**src/rtl/dmem_pkg.sv**
```systemverilog
// Shared definitions for the data-memory arbiter: FSM encoding, default widths
// and requester identifiers.
package dmem_pkg;

    localparam int ADDR_W_DEF = 10;
    localparam int DATA_W_DEF = 32;

    localparam logic REQ_CPU = 1'b0;
    localparam logic REQ_LDR = 1'b1;

    typedef enum logic [1:0] {
        IDLE  = 2'd0,
        ISSUE = 2'd1,
        WAIT  = 2'd2,
        DONE  = 2'd3
    } state_t;

endpackage

```
**src/rtl/rr_arbiter2.sv**
```systemverilog
// Combinational two-way round-robin pick: a lone request wins outright, a
// contest goes to whichever requester was not granted last.
module rr_arbiter2
    import dmem_pkg::*;
(
    input  logic [1:0] req,
    input  logic       last_grant,
    output logic       grant_valid,
    output logic       grant_id
);

    always_comb begin
        grant_valid = |req;
        if (req == 2'b11) begin
            grant_id = ~last_grant;
        end else if (req[1]) begin
            grant_id = REQ_LDR;
        end else begin
            grant_id = REQ_CPU;
        end
    end

endmodule

```
**src/rtl/data_mem_arbiter.sv**
```systemverilog
// Round-robin sequencer sharing one single-port data memory between the CPU
// load/store unit and the loader/debug port; one memory pulse per request.
module data_mem_arbiter
    import dmem_pkg::*;
#(
    parameter int ADDR_W   = ADDR_W_DEF,
    parameter int DATA_W   = DATA_W_DEF,
    parameter int READ_LAT = 1
) (
    input  logic              clk,
    input  logic              rst,
    input  logic              m0_req,
    input  logic              m0_we,
    input  logic [ADDR_W-1:0] m0_addr,
    input  logic [DATA_W-1:0] m0_wdata,
    output logic              m0_ack,
    output logic [DATA_W-1:0] m0_rdata,
    input  logic              m1_req,
    input  logic              m1_we,
    input  logic [ADDR_W-1:0] m1_addr,
    input  logic [DATA_W-1:0] m1_wdata,
    output logic              m1_ack,
    output logic [DATA_W-1:0] m1_rdata,
    output logic              mem_en,
    output logic              mem_we,
    output logic [ADDR_W-1:0] mem_addr,
    output logic [DATA_W-1:0] mem_wdata,
    input  logic [DATA_W-1:0] mem_rdata,
    output logic              busy
);

    localparam logic [2:0] WAIT_LOAD = 3'(READ_LAT - 1);

    state_t            state_q, state_d;
    logic              grant_id_q, grant_id_d;
    logic              last_grant_q, last_grant_d;
    logic              we_q, we_d;
    logic [2:0]        cnt_q, cnt_d;
    logic              mem_en_q, mem_en_d;
    logic              mem_we_q, mem_we_d;
    logic [ADDR_W-1:0] mem_addr_q, mem_addr_d;
    logic [DATA_W-1:0] mem_wdata_q, mem_wdata_d;
    logic              m0_ack_q, m0_ack_d;
    logic              m1_ack_q, m1_ack_d;
    logic              busy_q, busy_d;
    logic              arb_valid, arb_id;
    logic              enter_done;

    rr_arbiter2 u_arb (
        .req         ({m1_req, m0_req}),
        .last_grant  (last_grant_q),
        .grant_valid (arb_valid),
        .grant_id    (arb_id)
    );

    always_comb begin
        state_d      = state_q;
        grant_id_d   = grant_id_q;
        last_grant_d = last_grant_q;
        we_d         = we_q;
        cnt_d        = cnt_q;
        mem_addr_d   = mem_addr_q;
        mem_wdata_d  = mem_wdata_q;
        mem_en_d     = 1'b0;
        mem_we_d     = 1'b0;
        enter_done   = 1'b0;

        case (state_q)
            IDLE: begin
                if (arb_valid) begin
                    state_d     = ISSUE;
                    grant_id_d  = arb_id;
                    we_d        = arb_id ? m1_we : m0_we;
                    mem_addr_d  = arb_id ? m1_addr : m0_addr;
                    mem_wdata_d = arb_id ? m1_wdata : m0_wdata;
                    mem_en_d    = 1'b1;
                    mem_we_d    = arb_id ? m1_we : m0_we;
                end
            end
            ISSUE: begin
                last_grant_d = grant_id_q;
                if (READ_LAT > 1) begin
                    state_d = WAIT;
                    cnt_d   = WAIT_LOAD;
                end else begin
                    state_d    = DONE;
                    enter_done = 1'b1;
                end
            end
            WAIT: begin
                if (cnt_q <= 3'd1) begin
                    state_d    = DONE;
                    enter_done = 1'b1;
                end else begin
                    cnt_d = cnt_q - 3'd1;
                end
            end
            DONE: begin
                state_d = IDLE;
            end
            default: begin
                state_d = IDLE;
            end
        endcase

        // Acks are registered so they line up exactly with the DONE cycle.
        m0_ack_d = enter_done && (grant_id_q == REQ_CPU);
        m1_ack_d = enter_done && (grant_id_q == REQ_LDR);
        busy_d   = (state_d != IDLE);
    end

    always_ff @(posedge clk or posedge rst) begin
        if (rst) begin
            state_q      <= IDLE;
            grant_id_q   <= REQ_CPU;
            last_grant_q <= REQ_LDR;
            we_q         <= 1'b0;
            cnt_q        <= 3'd0;
            mem_en_q     <= 1'b0;
            mem_we_q     <= 1'b0;
            mem_addr_q   <= '0;
            mem_wdata_q  <= '0;
            m0_ack_q     <= 1'b0;
            m1_ack_q     <= 1'b0;
            busy_q       <= 1'b0;
        end else begin
            state_q      <= state_d;
            grant_id_q   <= grant_id_d;
            last_grant_q <= last_grant_d;
            we_q         <= we_d;
            cnt_q        <= cnt_d;
            mem_en_q     <= mem_en_d;
            mem_we_q     <= mem_we_d;
            mem_addr_q   <= mem_addr_d;
            mem_wdata_q  <= mem_wdata_d;
            m0_ack_q     <= m0_ack_d;
            m1_ack_q     <= m1_ack_d;
            busy_q       <= busy_d;
        end
    end

    // Read data comes straight from the memory during the ack cycle.
    assign m0_rdata  = (m0_ack_q && !we_q) ? mem_rdata : '0;
    assign m1_rdata  = (m1_ack_q && !we_q) ? mem_rdata : '0;
    assign m0_ack    = m0_ack_q;
    assign m1_ack    = m1_ack_q;
    assign mem_en    = mem_en_q;
    assign mem_we    = mem_we_q;
    assign mem_addr  = mem_addr_q;
    assign mem_wdata = mem_wdata_q;
    assign busy      = busy_q;

endmodule

```
**config.mk**
```make
export PLATFORM = sky130hd
export DESIGN_NAME = data_mem_arbiter
export DESIGN_NICKNAME = d
export VERILOG_FILES = /design/src/rtl/dmem_pkg.sv /design/src/rtl/rr_arbiter2.sv /design/src/rtl/data_mem_arbiter.sv
export SDC_FILE = /design/constraint.sdc
export NUM_CORES = 1
export LEC_CHECK = 0
export BUFFER_PORTS_ARGS = -buffer_cell sky130_fd_sc_hd__buf_2
export CORE_UTILIZATION = 36
export DETAILED_ROUTE_END_ITERATION = 12
export GPL_TIMING_DRIVEN = 0
export PLACE_DENSITY = 0.77
export SYNTH_ARGS = -nofsm -noshare
export SYNTH_HDL_FRONTEND = slang
export SYNTH_SLANG_ARGS = --single-unit
```
**constraint.sdc**
```tcl
create_clock -name clk -period 1.4 [get_ports clk]
set_input_delay 0.14 -clock clk [delete_from_list [all_inputs] [get_ports clk]]
set_output_delay 0.14 -clock clk [all_outputs]
set_load 0.02 [all_outputs]
```
# After elaboration in Yosys (flattened, before gate mapping)
# Cells that the tools add are included.
# word_totals
output_inout_bits	111
reg_bits	55
input_bits	122
elab_cells	47
# classes
eq_ne	4
n_mux	16
order_cmp	1
n_addsub	1
reduce_logical	10
bitwise	3
# ops
op	count
$mux 32	3
$mux 10	1
$mux 1	8
$pmux 2 s4	1
$eq 2x2->1 const B	3
$logic_and 1x1->1	4
$mux 2	2
$reduce_and 2->1	2
$le 3x1->1 const B	1
$not 1->1	3
$sub 3x1->3 const B	1
$eq 2x1->1 const B	1
$logic_not 2->1	1
$pmux 1 s2	1
$reduce_bool 2->1	1
$reduce_or 2->1	1
$logic_not 1->1	1

# Depth between registers and ports, before layout
# Gate-level depths: netlist of the first run.
# depth
word_depth	5
ltp_mapped	7
mapped_depth_nobuf	6

# By module
# Synthesis of the first run repeated with hierarchy kept, for this count alone.
# hier_totals
hier_cells	310
hier_area_um2	3064.2
# by_module_without_submodules
mod	n_inst	area_per_inst_um2	seq_area_each_um2	cells_per_inst
data_mem_arbiter	1	3050.4	1377.6	308
rr_arbiter2	1	13.8	0.0	2

# Worst setup path before layout of the first run
# No wires, ideal clock.
# synth_path
path_type	reg2reg
from	register state_q[0]
to	register mem_wdata_q[23], in the netlist mem_wdata[23]
arrival_time_ps	1229
period_less_slack_ps	1351
setup_time_ps	122
required_ps	1278
setup_slack_ps	49
stages_incl_launch_ff	8
n_path_buf	2
cell_sequence	dfrtp_1 inv_1 ha_1 o21ai_2 buf_4 buf_2 a21oi_1 a21oi_1
# synth_between
elab_chain_len	2
# synth_rtl
element	line	source
start: declaration	data_mem_arbiter.sv:34	state_t state_q, state_d;
start signal: assignment	data_mem_arbiter.sv:127	state_q <= state_d;
$logic_not 2->1	data_mem_arbiter.sv:68	case (state_q)
$reduce_and 2->1 (no source line)	--	
end signal: assignment	data_mem_arbiter.sv:135	mem_wdata_q <= mem_wdata_d;
end: declaration	data_mem_arbiter.sv:42	logic [DATA_W-1:0] mem_wdata_q, mem_wdata_d;
# Every way passes these cells.
# A chain may end at the register's enable or synchronous reset.

# Worst setup path in the final report of the first run
# layout_path
from	register we_q
to	output port m0_rdata[2]
# layout_between
elab_chain_len	3
# layout_rtl
element	line	source
start: declaration	data_mem_arbiter.sv:37	logic we_q, we_d;
start signal: assignment	data_mem_arbiter.sv:130	we_q <= we_d;
$logic_not 1->1	data_mem_arbiter.sv:143	assign m0_rdata = (m0_ack_q && !we_q) ? mem_rdata : '0;
$logic_and 1x1->1	data_mem_arbiter.sv:143	
$mux 32	data_mem_arbiter.sv:143	
end: declaration	data_mem_arbiter.sv:17	output logic [DATA_W-1:0] m0_rdata,
# Every way passes these cells.

==> qor.json, run 1 <==
{
  "run_status": {"value": "complete, but fails checks"},
  "violated_checks": {"value": "setup timing"},
  "combinationalPowerShare": {"value": 0.617},
  "layout_setup_ws": {"value": -0.237, "unit": "ns"},
  "ioPinCount": {"value": 233},
  "floorplan.rows": {"value": 32},
  "synthDominantAreaCellType": {"value": "sky130_fd_sc_hd__dfrtp_1"},
  "core": {"value": 7850, "unit": "µm²"},
  "clkSlewWorstSetupHoldPaths": {"value": 0.11, "unit": "ns"},
  "synthTopCellsByArea": {"value": "sky130_fd_sc_hd__dfrtp_1 45%, sky130_fd_sc_hd__a21oi_1 14%, sky130_fd_sc_hd__and2_1 13%"},
  "ir_drop": {"value": 997, "unit": "µV"},
  "filler_cell_count": {"value": 599},
  "power.net_switching": {"value": 4.39, "unit": "mW"},
  "detailedRoute.firstPassIterationCount": {"value": 7},
  "synthesis.area": {"value": 2970, "unit": "µm²"},
  "initialDrtViolationCount": {"value": 200},
  "count_of_hold_buffers_inserted_by_post_cts_repair": {"value": 0},
  "first_global_vias": {"value": 3418},
  "seq_area_frac_synth": {"value": 0.464},
  "worstSetupEndpointType": {"value": "output pin"},
  "cts_buffer_depth": {"value": 2},
  "yosysWarningCount": {"value": 0},
  "cts_made_buffers": {"value": 5},
  "clk-insertion-delay-late": {"value": 0.31, "unit": "ns"},
  "final_util": {"value": 0.667},
  "power.density_cell_area": {"value": 1870, "unit": "nW/µm²"},
  "antenna_left": {"value": 0},
  "grt_max_degree": {"value": 56},
  "drv.max_cap_violation_count": {"value": 0},
  "finalSetupViolCount": {"value": 65},
  "floorplan.die_area": {"value": 8620, "unit": "µm²"},
  "skew": {"value": 0.00298, "unit": "ns"},
  "max_clock_freq": {"value": 0.611, "unit": "GHz"},
  "number_of_h_tree_levels": {"value": 2},
  "timing.hold.worst.class": {"value": "input pin to flip-flop"},
  "grt_use_total": {"value": 0.251},
  "tritoncts": {"value": "built"},
  "required": {"value": 1.26, "unit": "ns"},
  "area.sequential": {"value": 1380, "unit": "µm²"},
  "buffer_ports.inserted": {"value": 232},
  "distinct_cells_synth": {"value": 30},
  "cell_internal_power_dissipation": {"value": 5.39, "unit": "mW"},
  "synthFlopType": {"value": "sky130_fd_sc_hd__dfrtp_1"},
  "chipHeight": {"value": 92.8, "unit": "µm"},
  "syn_area_per_cell": {"value": 8.39, "unit": "µm²"},
  "leakage": {"value": 2.68, "unit": "nW"},
  "crit_arrival": {"value": 1.50, "unit": "ns"},
  "hold_violations": {"value": 0},
  "dr_total_vias": {"value": 3599},
  "synth.net_count": {"value": 481},
  "area_growth": {"value": 76.1, "unit": "%"},
  "power_frac_clock": {"value": 0.098},
  "finalWirelength": {"value": 12.5, "unit": "mm"},
  "residual_overflow_from_global_routing": {"value": 0},
  "asyncSetResetFlopFracSynth": {"value": 1.00},
  "power_frac_seq": {"value": 0.285},
  "gp_congestion": {"value": 0.862},
  "critPathKind": {"value": "flip-flop to output pin"},
  "synth_edf_count": {"value": 0},
  "dp_hpwl": {"value": 8.19, "unit": "mm"},
  "design.final.nets": {"value": 731},
  "hold_slack": {"value": 0.0501, "unit": "ns"},
  "syn-instance-count": {"value": 354},
  "critPathLaunchType": {"value": "flip-flop"},
  "cts_root_buf": {"value": "sky130_fd_sc_hd__clkbuf_8"},
  "die_w": {"value": 92.8, "unit": "µm"},
  "drt_drc_violations_left": {"value": 0},
  "netSwitchingFraction": {"value": 0.448},
  "max_slew_margin": {"value": 0.211},
  "clock_sink_count": {"value": 55},
  "multi_input_area": {"value": 1640, "unit": "µm²"},
  "post-place-cells": {"value": 688},
  "netlist.area_leader.share": {"value": 0.455},
  "finalWorstPathRequiredPeriod": {"value": 1.64, "unit": "ns"},
  "report.final.slew_viol_count": {"value": 0},
  "detail_route.wl_per_cell": {"value": 17.6, "unit": "µm"},
  "start_util": {"value": 0.379},
  "tightest_slew": {"value": 1.18, "unit": "ns"},
  "antenna_found_initial": {"value": 5},
  "post_layout_nonfiller_instances": {"value": 712},
  "final_layout_size_suffix_gt1_frac": {"value": 0.580},
  "setup_repair_after_global_routing_missed_its_margin": {"value": "yes"},
  "fin_crit_sh": {"value": 1.17},
  "grt_pass1_wl": {"value": 16.8, "unit": "mm"},
  "drt-vias-per-instance": {"value": 5.05},
  "crit_path_max_fanout": {"value": 10},
  "total_of_flip_flops_plus_latches_after_synthesis": {"value": 55}
}
## cell type report
cell class	count	area share
antenna	5	0.00239
sequential	55	0.264
tap	102	0.0244
clock buffer	6	0.0158
clock inverter	2	0.00263
multi-input combinational	267	0.313
inverter	8	0.00694
timing repair buffer	244	0.322
buffer	23	0.0493
## placed cells by master, fill, tap and decap left out, drive strengths merged
cell	n
o2bb2ai	1
nor2b	3
diode	5
a21oi	85
nor3	2
ha	5
a21bo	1
mux2i	1
clkbuf	12
and2	64
a31oi	1
nand2	44
nor3b	1
a22o	1
and3b	1
o21a	1
clkinv	1
clkinvlp	1
inv	8
o21ai	6
dfstp	1
mux2	1
buf	261
nor2	45
dfrtp	54
a22oi	1
a21boi	1
o21bai	1
a21o	1
## worst max-delay path, stage by stage, from the launching register on
cell,delay (ns)
sky130_fd_sc_hd__dfrtp_2,0.47
sky130_fd_sc_hd__nor2b_4,0.22
sky130_fd_sc_hd__clkbuf_8,0.20
sky130_fd_sc_hd__and2_1,0.17
sky130_fd_sc_hd__buf_6,0.14
## repair_timing
action                                  in CTS  in global routing
cloned                                       0                  3
endpoints found under the setup margin     108                108
pin swaps                                    1                 37
gates resized for setup                    150                 81
setup buffers                                1                  8
## stage by stage
stage / total power, mW / worst slack [ns] / TNS, ns / cell area [µm²]
after floorplan: 5.80 / 0.0489 / 0 / 2970
final: 9.78 / -0.237 / -12.09 / 5230
after global placement: 7.31 / -0.0819 / -2.24 / 4260
after global routing: 10.4 / -0.276 / -14.85 / 5230
after CTS: 9.01 / -0.123 / -6.34 / 4820
after detailed placement: 7.47 / -0.195 / -6.54 / 4260
## final timing paths
path,startpoint,end,slack [ns],cells past startpoint
min,m0_addr[2],mem_addr[2],0.05,3
max reg2reg,state_q[1],mem_wdata[27],-0.02,7
min in group asynchronous,rst,mem_we,0.10,2
max in group asynchronous,rst,we_q,0.62,2
min reg2reg,mem_addr[6],mem_addr[6],0.53,2
max,we_q,m0_rdata[2],-0.24,4
## state kept, by name, summed over array words and instances, names as in the netlist
signal and count:
busy 1, cnt_q 3, grant_id_q 1, last_grant_q 1, m0_ack 1, m1_ack 1, mem_addr 10, mem_en 1
mem_wdata 32, mem_we 1, state_q 2, we_q 1
## power by group through the flow
stage	clock [mW]	combinational, mW	sequential [mW]
floorplan	0	2.25	3.55
global placement	0	4.57	2.73
detailed placement	0	4.72	2.75
CTS	0.976	5.28	2.75
global route	1.05	6.46	2.86
finish	0.963	6.03	2.79
## cells by family after synthesis
group | share of synthesized area
adder cells (fa/ha/maj) | 0.0211
AO/OA/AOI/OAI | 0.182
flip-flops | 0.464
multiplexers | 0.00716
buffers and inverters | 0.0632
AND/OR/NAND/NOR | 0.262
## synth_stat cells (3+ instances only)
library cell / count
sky130_fd_sc_hd__o21ai_0: 5
sky130_fd_sc_hd__nand2_1: 44
sky130_fd_sc_hd__buf_6: 4
sky130_fd_sc_hd__buf_4: 8
sky130_fd_sc_hd__nor2_1: 45
sky130_fd_sc_hd__inv_1: 7
sky130_fd_sc_hd__and2_1: 64
sky130_fd_sc_hd__buf_2: 6
sky130_fd_sc_hd__a21oi_1: 85
sky130_fd_sc_hd__clkbuf_1: 6
sky130_fd_sc_hd__nor2b_1: 3
sky130_fd_sc_hd__dfrtp_1: 54
sky130_fd_sc_hd__ha_1: 5
## metal layers
metal,part of all wire,GRT usage
met4,0.054,0.122
met2,0.51,0.463
met3,0.075,0.0525
met5,0,0
met1,0.36,0.268
(Power assumes the default switching activity.)
==> run 2, diff against run 1 <==
--- a/config.mk
+++ b/config.mk
@@ -5,6 +5,7 @@
 export SDC_FILE = /design/constraint.sdc
 export NUM_CORES = 1
 export LEC_CHECK = 0
+export ABC_AREA = 1
 export BUFFER_PORTS_ARGS = -buffer_cell sky130_fd_sc_hd__buf_2
 export CORE_UTILIZATION = 36
 export DETAILED_ROUTE_END_ITERATION = 12
==> run 2 against run 1 <==
Compared with the run above: the run still ends with setup timing left; total power up 8.1%; synthesized cell count rose by 12%; design area is 6.5% higher; clock skew up 0.0079 ns; critical path depth up 1; worst setup slack gained 0.10 ns; sequential share of layout area fell by 1.6 points; flip-flop and latch count stayed put; sequential power increased by 3%; register-to-register slack worse by 0.08 ns; first-iteration DRC count shrank 49%; critical path type unchanged; largest power group unchanged; highest routed layer unchanged.
==> qor.json, run 2 <==
{
  "cts_made_buffers": {"value": 5, "change": "unchanged"},
  "ys_top_cells_by_count": {"value": "112 x sky130_fd_sc_hd__nor2_1, 71 x sky130_fd_sc_hd__o21ai_1, 57 x sky130_fd_sc_hd__nand2_1"},
  "total_of_flip_flops_plus_latches_after_synthesis": {"value": 55, "change": "unchanged"},
  "antenna_left": {"value": 0, "change": "unchanged"},
  "required": {"value": 1.26, "unit": "ns", "change": "about the same"},
  "layout_commonest_cell": {"value": "sky130_fd_sc_hd__buf_2"},
  "grt_pass1_wl": {"value": 16.0, "unit": "mm", "change": "-4.5%"},
  "drt_drc_violations_left": {"value": 0, "change": "unchanged"},
  "worstSetupEndpointType": {"value": "output pin"},
  "run_status": {"value": "complete, but fails checks"},
  "detailedRoute.firstPassIterationCount": {"value": 4, "change": "-3"},
  "tritoncts": {"value": "built"},
  "mostFrequentLayoutCells": {"value": "171 x sky130_fd_sc_hd__buf_2, 57 x sky130_fd_sc_hd__nor2_1, 56 x sky130_fd_sc_hd__o21ai_1"},
  "cts_root_buf": {"value": "sky130_fd_sc_hd__clkbuf_8"},
  "max_clock_freq": {"value": 0.651, "unit": "GHz", "change": "+6.5%"},
  "first_global_vias": {"value": 3476, "change": "+1.7%"},
  "syn_area_per_cell": {"value": 7.52, "unit": "µm²", "change": "-10%"},
  "skew": {"value": 0.0109, "unit": "ns", "change": "+0.00790 ns"},
  "gp_congestion": {"value": 0.894, "change": "+3.7%"},
  "tightest_slew": {"value": 1.22, "unit": "ns", "change": "+0.0357 ns"},
  "synthTopCellsByArea": {"value": "sky130_fd_sc_hd__dfrtp_1 45%, sky130_fd_sc_hd__nor2_1 14%, sky130_fd_sc_hd__o21ai_1 12%"},
  "total_power": {"value": 10.6, "unit": "mW", "change": "+8.1%"},
  "ir_drop": {"value": 1190, "unit": "µV", "change": "+20%"},
  "synthFlopType": {"value": "sky130_fd_sc_hd__dfrtp_1"},
  "synth.net_count": {"value": 523, "change": "+8.7%"},
  "die_w": {"value": 93.0, "unit": "µm", "change": "+0.12%"},
  "residual_overflow_from_global_routing": {"value": 0, "change": "unchanged"},
  "dp_hpwl": {"value": 7.69, "unit": "mm", "change": "-6.0%"},
  "grt_max_degree": {"value": 56, "change": "unchanged"},
  "filler_cell_count": {"value": 589, "change": "-1.7%"},
  "cts_buffer_depth": {"value": 2, "change": "unchanged"},
  "floorplan.die_area": {"value": 8640, "unit": "µm²", "change": "+0.25%"},
  "clk-insertion-delay-late": {"value": 0.31, "unit": "ns", "change": "about the same"},
  "hold_violations": {"value": 0, "change": "unchanged"},
  "asyncSetResetFlopFracSynth": {"value": 1.00, "change": "unchanged"},
  "detail_route.wl_per_cell": {"value": 15.8, "unit": "µm", "change": "-10%"},
  "critPathLaunchType": {"value": "flip-flop"},
  "drt-vias-per-instance": {"value": 4.87, "change": "-3.7%"},
  "synth_edf_count": {"value": 0, "change": "unchanged"},
  "detailed_place.area": {"value": 4270, "unit": "µm²", "change": "+0.18%"},
  "critPathKind": {"value": "flip-flop to output pin"},
  "area_growth": {"value": 87.0, "unit": "%"},
  "finalSetupViolCount": {"value": 105, "change": "+62%"},
  "synthDominantAreaCellType": {"value": "sky130_fd_sc_hd__dfrtp_1"},
  "buffer_ports.inserted": {"value": 232, "change": "unchanged"},
  "setup_repair_after_global_routing_missed_its_margin": {"value": "yes"},
  "clock_sink_count": {"value": 55, "change": "unchanged"},
  "grt_use_total": {"value": 0.234, "change": "-0.0171"},
  "yosysWarningCount": {"value": 0, "change": "unchanged"},
  "final_util": {"value": 0.710, "change": "+0.0430"},
  "number_of_h_tree_levels": {"value": 2, "change": "unchanged"},
  "timing.hold.worst.class": {"value": "input pin to flip-flop"},
  "largest_register_ffs": {"value": 32, "change": "unchanged"},
  "netlist.area_leader.share": {"value": 0.454, "change": "-0.00115"},
  "fin_crit_sh": {"value": 1.10, "change": "-0.0711"},
  "synthesis.area": {"value": 2980, "unit": "µm²", "change": "+0.25%"},
  "finalWirelength": {"value": 12.1, "unit": "mm", "change": "-3.2%"},
  "count_of_hold_buffers_inserted_by_post_cts_repair": {"value": 0, "change": "unchanged"},
  "initialDrtViolationCount": {"value": 102, "change": "-49%"},
  "clkSlewWorstSetupHoldPaths": {"value": 0.11, "unit": "ns", "change": "about the same"},
  "core": {"value": 7850, "unit": "µm²", "change": "unchanged"},
  "chipHeight": {"value": 93.0, "unit": "µm", "change": "+0.12%"},
  "crit_path_max_fanout": {"value": 10, "change": "unchanged"},
  "final_layout_size_suffix_gt1_frac": {"value": 0.613, "change": "+0.0328"},
  "distinct_cells_synth": {"value": 21, "change": "-30%"},
  "seq_area_frac_synth": {"value": 0.463, "change": "-0.00117"},
  "area.sequential": {"value": 1380, "unit": "µm²", "change": "about the same"},
  "max_slew_margin": {"value": 0.189, "change": "-0.0221"},
  "count_leader_synth": {"value": "sky130_fd_sc_hd__nor2_1"},
  "dr_total_vias": {"value": 3740, "change": "+3.9%"},
  "totalNegativeSetupSlack": {"value": -5.82, "unit": "ns", "change": "+6.27 ns"},
  "start_util": {"value": 0.379, "change": "+0.000957"},
  "report.final.slew_viol_count": {"value": 0, "change": "unchanged"},
  "floorplan.rows": {"value": 32, "change": "unchanged"},
  "ioPinCount": {"value": 233, "change": "unchanged"},
  "design.final.nets": {"value": 790, "change": "+8.1%"},
  "layout_setup_ws": {"value": -0.137, "unit": "ns", "change": "+0.0996 ns"},
  "syn-instance-count": {"value": 396, "change": "+12%"},
  "drv.max_cap_violation_count": {"value": 0, "change": "unchanged"},
  "rr_startpoint": {"value": "state_q[1]"},
  "violated_checks": {"value": "setup timing"},
  "finalWorstPathRequiredPeriod": {"value": 1.54, "unit": "ns", "change": "-0.0996 ns"},
  "antenna_found_initial": {"value": 2, "change": "-3"},
  "leakage": {"value": 2.94, "unit": "nW", "change": "+9.6%"},
  "power.density_cell_area": {"value": 1900, "unit": "nW/µm²", "change": "+1.6%"},
  "crit_arrival": {"value": 1.40, "unit": "ns", "change": "-0.10 ns"},
  "min-delay-start": {"value": "m1_wdata[13]"},
  "post-route-cell-area": {"value": 5570, "unit": "µm²", "change": "+6.5%"},
  "critical_path.startpoint": {"value": "we_q"},
  "multi_input_area": {"value": 1680, "unit": "µm²", "change": "+2.7%"}
}
run 2: cell types whose count changed in the layout (fill, tap and decap cells not counted), sizes merged, moves of 3 or more:
cell,delta
a21oi,-85
o21ai,+85
nor2,+70
and2,-64
inv,+40
nand2,+14
buf,+11
diode,-3
nor2b,-3
run 2: path summary, 6_finish.rpt:
kind | cells after the start | slack, ns | to
worst max-delay path | 5 | -0.14 | m0_rdata[13]
worst min-delay path | 3 | 0.07 | mem_wdata[13]
worst max register to register | 9 | -0.10 | mem_addr[0]
worst min register to register | 1 | 0.44 | m0_ack
max in group asynchronous | 2 | 0.63 | busy
min in group asynchronous | 2 | 0.11 | mem_wdata[15]
run 2: what timing repair did:
| action | in CTS | in global routing |
|---|---|---|
| pin swaps | 1 | 9 |
| endpoints found under the setup margin | 107 | 100 |
| resized for setup | 129 | 152 |
| buffers inserted | 4 | 12 |
| gates cloned | 2 | 10 |
run 2: per-stage QoR:
step	std cells	hold WS, ns	setup slack, ns
floorplan	396	0.214	0.0466
global route	768	0.0851	-0.187
detailed placement	730	0.405	-0.184
global placement	730	0.396	-0.136
finish	768	0.0750	-0.137
CTS	744	0.0717	-0.0611
run 2: critical path, stage by stage, from the launching register on:
cell	delay, ns
sky130_fd_sc_hd__dfrtp_1	0.41
sky130_fd_sc_hd__inv_2	0.11
sky130_fd_sc_hd__nand2_4	0.10
sky130_fd_sc_hd__buf_8	0.17
sky130_fd_sc_hd__nor2_1	0.13
sky130_fd_sc_hd__buf_4	0.17
run 2: layer usage:
| layer | GRT usage | part of all wire | vias to the layer above |
|---|---|---|---|
| li1 | - | - | 1766 |
| met1 | 0.244 | 0.37 | 1767 |
| met2 | 0.453 | 0.53 | 185 |
| met3 | 0.0599 | 0.076 | 22 |
| met4 | 0.0654 | 0.022 | 0 |
| met5 | 0 | 0 | - |
run 2: cell families (layout without fill, tap and decap cells):
family | count (synthesis) | in the layout | synth area share
and+or+nand+nor | 174 | 175 | 0.231
AOI/OAI and AO/OA | 91 | 91 | 0.162
buffers and inverters | 69 | 336 | 0.118
DFF | 55 | 55 | 0.463
adders and majority gates | 5 | 5 | 0.0210
xor gates and xnor gates | 2 | 2 | 0.00588
other | 0 | 2 | 0
run 2: layout make-up:
type                            count  share of cell area
Inverter                           47              0.0355
Clock inverter                      2             0.00696
Timing Repair inverter              2             0.00315
Clock buffer                        6              0.0130
Multi-Input combinational cell    273               0.302
Buffer                             22              0.0454
Antenna cell                        2            0.000899
Timing Repair Buffer              257               0.323
Tap cell                          102              0.0229
Sequential cell                    55               0.247
run 2: power breakdown:
part / switching, mW / leakage [nW] / total [mW] / internal, mW
logic: 3.75 / 2.21 / 6.61 / 2.86
clock network: 0.552 / 0.0558 / 1.09 / 0.542
registers: 0.524 / 0.674 / 2.87 / 2.34
total: 4.83 / 2.94 / 10.6 / 5.75
